File: config.mk
export PLATFORM = sky130hd
export DESIGN_NAME = dff_skid
export DESIGN_NICKNAME = d
export VERILOG_FILES = /design/src/rtl/dff_skid.sv
export SDC_FILE = /design/constraint.sdc
export NUM_CORES = 1
export LEC_CHECK = 0
export ABC_AREA = 0
export CORE_ASPECT_RATIO = 0.75
export CORE_UTILIZATION = 45
export CTS_CLUSTER_SIZE = 16
export DETAILED_ROUTE_END_ITERATION = 16
export PLACE_DENSITY = 0.79
export SYNTH_ARGS = -nofsm -noshare
export SYNTH_HDL_FRONTEND = slang
export SYNTH_SLANG_ARGS = --single-unit
File: constraint.sdc
create_clock -name clk -period 1.16 [get_ports clk]
set_input_delay 0.232 -clock clk [delete_from_list [all_inputs] [get_ports clk]]
set_output_delay 0.232 -clock clk [all_outputs]
set_load 0.01 [all_outputs]
File: src/rtl/dff_skid.sv
// dff_skid: two-entry valid/ready register stage (skid buffer).
// The main register drives out_q; the skid register catches the word that
// arrives in the same cycle the consumer stalls. Every handshake output
// (in_rdy, out_vld, occ) comes straight from a flop, so the ready path is
// cut between the neighbouring pipeline stages.
module dff_skid #(
    parameter int W = 32
) (
    input  logic         clk,
    input  logic         rst_n,
    input  logic         flush,
    input  logic         in_vld,
    input  logic [W-1:0] in_d,
    output logic         in_rdy,
    output logic         out_vld,
    output logic [W-1:0] out_q,
    input  logic         out_rdy,
    output logic [1:0]   occ
);

    localparam logic [1:0] EMPTY = 2'd0;
    localparam logic [1:0] ONE   = 2'd1;
    localparam logic [1:0] FULL  = 2'd2;

    logic [W-1:0] skid;
    logic [1:0]   occ_next;
    logic         in_rdy_next;
    logic         out_vld_next;
    logic         load_in;
    logic         load_skid;
    logic         capture_skid;
    logic         push;
    logic         pop;

    assign push = in_vld & in_rdy;
    assign pop  = out_vld & out_rdy;

    // State register: occupancy plus the flopped handshake outputs.
    always_ff @(posedge clk) begin
        if (!rst_n) begin
            occ     <= EMPTY;
            in_rdy  <= 1'b1;
            out_vld <= 1'b0;
        end else begin
            occ     <= occ_next;
            in_rdy  <= in_rdy_next;
            out_vld <= out_vld_next;
        end
    end

    // Next-state logic: occupancy after this edge's push/pop; flush empties.
    always_comb begin
        occ_next = occ;
        case (occ)
            EMPTY: if (push) occ_next = ONE;
            ONE: begin
                if (push && !pop)      occ_next = FULL;
                else if (!push && pop) occ_next = EMPTY;
            end
            FULL: if (pop) occ_next = ONE;
            default: occ_next = EMPTY;
        endcase
        if (flush) occ_next = EMPTY;
    end

    // Output logic: next handshake flags and the data-register load enables.
    // Flush suppresses every data load so a discarded word never reaches out_q.
    always_comb begin
        in_rdy_next  = (occ_next != FULL);
        out_vld_next = (occ_next != EMPTY);
        load_in      = !flush && push && ((occ == EMPTY) || ((occ == ONE) && pop));
        load_skid    = !flush && pop && (occ == FULL);
        capture_skid = !flush && push && !pop && (occ == ONE);
    end

    // Data registers: main follows the head of the buffer, skid holds the
    // second word; skid is deliberately left alone when it drains.
    always_ff @(posedge clk) begin
        if (!rst_n) begin
            out_q <= '0;
            skid  <= '0;
        end else begin
            if (load_in)
                out_q <= in_d;
            else if (load_skid)
                out_q <= skid;
            if (capture_skid)
                skid <= in_d;
        end
    end

    // Occupancy 3 is unreachable.
    a_occ_range: assert property (@(posedge clk) disable iff (!rst_n) occ <= FULL);

    // A push can only happen while the stage reports ready.
    a_push_rdy: assert property (@(posedge clk) disable iff (!rst_n) push |-> in_rdy);

    // A stalled output word stays put until the consumer takes it.
    a_stall_stable: assert property (@(posedge clk) disable iff (!rst_n)
        (out_vld && !out_rdy && !flush) |=> (out_vld && $stable(out_q)));

endmodule

Word level (Yosys, flattened, before mapping)
Index checks and enable logic that the tools add are counted.

Reduce and logical (&&, ||, !) cells: 16. Multiplexer cells: 8. Bitwise operators: 2. Equal/unequal tests: 3.

Operators with widths (number): 32-bit 2-to-1 mux (2); 2-bit 2-to-1 mux (5); 1-bit logical AND (9); 2-bit case mux with 3 select lines (1); 2-bit nonzero test (2); 1-bit logical NOT (3); 1-bit AND (2); 2-bit by 1-bit equality test with 1-bit output, second input constant (1); 2-bit equality test, second input constant (1); 2-bit logical NOT (1); 2-bit != test, second input constant (1); 1-bit logical OR (1).

Output and inout bits: 36. Register bits: 68. Word-level logic and storage cells: 34. Input port bits: 37.

Logic depth before layout (Yosys ltp)
Depth after elaboration: 8. Mapped depth: 5. Gate-level depth less buffers: 3.

Worst setup path after synthesis
Ideal clock, no wire load.

Path type: register to register. From: register occ[1]. To: register in_rdy. Clock period less this slack: 1.255 ns. Stages on the path, launching flop included: 4. Path slack: -0.095 ns. Data arrival time: 1.123 ns. Setup time: 0.132 ns. Buffers on the path: 0. Cell sequence: dfxtp_1 -> nor2b_1 -> nor2_1 -> or3b_2.

Longest elaborated chain between the ends: 5. Elaborated cells on any way between the ends: 10.

Ends and longest elaborated chain: start: declaration (RTL line 18) `output logic [1:0] occ`; start signal: assignment (RTL line 45) `occ <= occ_next;`; 2-bit 2-to-1 mux (RTL line 58) `else if (!push && pop) occ_next = EMPTY;`; 2-bit 2-to-1 mux (RTL line 57) `if (push && !pop) occ_next = FULL;`; 2-bit case mux with 3 select lines (*) (RTL line 54) `case (occ)`; 2-bit 2-to-1 mux (*) (RTL line 63) `if (flush) occ_next = EMPTY;`; 2-bit != test (*) (RTL line 69) `in_rdy_next = (occ_next != FULL);`; end signal: assignment (RTL line 46) `in_rdy <= in_rdy_next;`; end: declaration (RTL line 14) `output logic in_rdy,`.

Every way passes the cells marked *; elsewhere a longest branch is shown, timed or not. A chain may end at the register's enable or synchronous reset.

Worst setup path after layout
From: register occ[0]. To: register out_q[22].

Longest elaborated chain between the ends: 5. Elaborated cells on any way between the ends: 9.

Ends and longest elaborated chain: 2-bit by 1-bit equality test with 1-bit output (RTL line 71) `load_in = !flush && push && ((occ == EMPTY) || ((occ == ONE) && pop));`; 1-bit logical AND (RTL line 71); 1-bit logical OR (RTL line 71); 1-bit logical AND (RTL line 71); 32-bit 2-to-1 mux / 2-bit nonzero test (equally long branches); end signal: assignment (RTL line 84) `out_q <= in_d;`; end signal: assignment (RTL line 86) `out_q <= skid;`; end: declaration (RTL line 16) `output logic [W-1:0] out_q,`.

Parallel ways exist; a longest one is shown, timed or not.

==> results.json <==
{
  "clk_pin_slew_ps": 80,
  "drtIter0Drc": 280,
  "violations": "setup timing",
  "synth_fa_ha_area_share_pct": 0,
  "syn_area_um2": 3230,
  "postCtsHoldBufs": 0,
  "grt_pass1_wl_um": 15900,
  "syn_nets": 395,
  "grt_usage_pct": 27.8,
  "endpoint": "out_q[22]",
  "drc_errors": 0,
  "muxShareOfSynthArea_pct": 0,
  "vias": 3286,
  "cts.sinks": 68,
  "io_buffers": 72,
  "ant_nets": 0,
  "synth_top_family_by_area": "compound AO/OA/AOI/OAI gates",
  "r2r-start": "occ[0]",
  "drive_gt1_share_pct": 35.2,
  "dieArea_um2": 7520,
  "first_global_vias": 3155,
  "wl_met3_um": 709,
  "cp.arrival_ps": 1670,
  "seq_area_frac_synth_pct": 42.2,
  "synth_xor_area_share_pct": 0,
  "status": "finished with violations",
  "rows": 26,
  "r2r_setup_slack_ps": -240,
  "gp_congestion": 0.750,
  "post-route-min-period_ps": 1400,
  "ys_ff_latch": 68,
  "setup.worst_path.start_class": "register",
  "dp_hpwl_um": 5210,
  "routed_wl_um": 10600,
  "antenna_found_initial": 0,
  "critical_path_class": "reg2reg",
  "htreeDepth": 3,
  "synthSimpleGateAreaFrac_pct": 16.4,
  "grt_max_degree": 52,
  "yosys_warnings": 0,
  "layout_commonest_cell": "dfxtp_1",
  "preCtsSetupSlack_ps": -554,
  "r2r-end": "out_q[22]",
  "n_antenna_cell": 0,
  "area_delta_synth_final_pct": 48.3,
  "via_per_inst": 6.11,
  "cts_tree": "done",
  "route.met2.wl_um": 5180,
  "top_signal_layer_used": "met4",
  "crit_required_ps": 1440,
  "cts_made_buffers": 9,
  "die_x_um": 99.8,
  "ctsRootBufferMaster": "clkbuf_8",
  "r2r_cells": 5,
  "peakVddDrop_uv": 650,
  "clk_latency_ps": 350,
  "wl_met1_um": 4640,
  "initial_core_util_pct": 47.0,
  "fin_worst_skew_ps": 8.44,
  "relSlewSlack_pct": 75.9,
  "cap_violations": 0,
  "die_h_um": 75.4,
  "setup_ws_ps": -238,
  "setup.worst_path.start": "occ[0]",
  "end_kind": "register",
  "leakagePower_nw": 1.65,
  "clockBufferDepth": 2,
  "nets": 472,
  "fmax_ghz": 0.715,
  "fin_crit_sh_pct": 121,
  "cellPowerDensity_nw_per_um2": 1180,
  "rsz0062_at_grt": "yes",
  "synth_compound_area_share_pct": 32.5,
  "worstPathMaxFanout": 11,
  "holdWs_ps": 246,
  "drt-wirelength-per-cell_um": 19.8,
  "netlist-cell-type-count": 29,
  "finalHoldViolations": 0,
  "syn_inst": 358,
  "grt_overflow": 0,
  "worstHoldPathType": "in2reg",
  "setup_viol": 68,
  "top_level_ports": 73,
  "avgSynthCellArea_um2": 9.02,
  "slew_violations": 0,
  "worstMarginPinSlew_ps": 362,
  "core_um2": 6860,
  "dr.pass1.iters": 5
}
-- per-stage QoR --
stage | cells | util [%] | TNS, ps | instance area (um2) | total power [mW]
after floorplan | 358 | - | -1060 | 3240 | 2.96
after global placement | 507 | 58.7 | -31020 | 4030 | 3.36
after detailed placement | 507 | 58.7 | -33240 | 4030 | 3.38
after CTS | 534 | 68.1 | -7150 | 4680 | 5.55
after global routing | 538 | 69.8 | -15020 | 4790 | 5.86
final | 538 | 69.8 | -11270 | 4790 | 5.65
-- critical path: stages (launching register included) --
cell and delay (ps):
dfxtp_4 400, a21boi_4 260, buf_4 210, clkbuf_16 190
o31ai_4 80, a31oi_1 190
-- worst min-delay path by stage --
| stage | from | end | slack [ps] | cells past startpoint |
|---|---|---|---|---|
| final | rst_n | in_rdy | 250 | 3 |
| after CTS | rst_n | in_rdy | 240 | 3 |
| after detailed placement | skid[26] | skid[26] | 470 | 2 |
| after floorplan | in_d[0] | skid[0] | 380 | 2 |
| after global routing | rst_n | in_rdy | 260 | 3 |
| after global placement | skid[13] | skid[13] | 460 | 2 |
-- state kept, by name, summed over array words and instances (netlist names) --
name     cells
out_vld      1
skid        32
in_rdy       1
occ          2
out_q       32
-- layer usage --
metal	track usage, %	vias up
met5	0	-
met4	7.84	0
li1	-	1520
met3	7.71	12
met2	45.5	140
met1	36.6	1614
-- power by group --
group	total [mW]	leakage (nW)	internal, mW	switching [mW]
Combinational	1.08	0.981	0.512	0.569
Sequential	2.50	0.561	2.43	0.0611
Clock	2.07	0.106	1.11	0.959
Total	5.65	1.65	4.06	1.59
-- cell families after synthesis --
logic type / count (synthesis)
flip-flops: 68
AND/OR/NAND/NOR: 80
buffers and inverters: 45
AO/OA/AOI/OAI: 165
-- Yosys cell counts --
cell type   n  share of area (%)
nand4bb_1   1               0.35
nor2_1      1               0.12
o21ba_2     1               0.31
clkbuf_2    2               0.31
a31oi_1    32                6.2
nand2_4     1               0.35
nor2b_1     1               0.19
and4bb_2    1               0.39
buf_2       9                1.4
nand3_1    32                5.0
buf_6      11                3.8
nor4bb_1    1               0.31
nand4b_1    1               0.27
nor3b_1     2               0.46
o21ai_0    65                 10
nand4_1     1               0.19
buf_4       7                1.6
or3b_2      1               0.27
and4b_1     2               0.62
a21bo_4     1               0.50
o31ai_1    32                7.4
clkbuf_1   16                1.9
dfxtp_1    68                 42
a21boi_2    1               0.35
a21boi_1   32                7.4
nand2_1     2               0.23
nand2b_1    1               0.19
nand3b_1   32                7.4
a21oi_1     1               0.15
-- area by class of cell --
class,instances,area (um2)
clock buffers,11,151
clock inverters,5,60.1
fillers,517,2080
multi-input cells,245,1990
flip-flops and latches,68,1390
well taps,98,123
repair buffers,111,1070
-- what timing repair did --
action | 4_1_cts | 5_1_grt
gates cloned | 5 | 2
pin swaps | 1 | 3
buffers inserted | 6 | 3
gates resized for setup | 182 | 72
setup endpoints to repair | 103 | 98
Power figures use the tool's default switching activity.
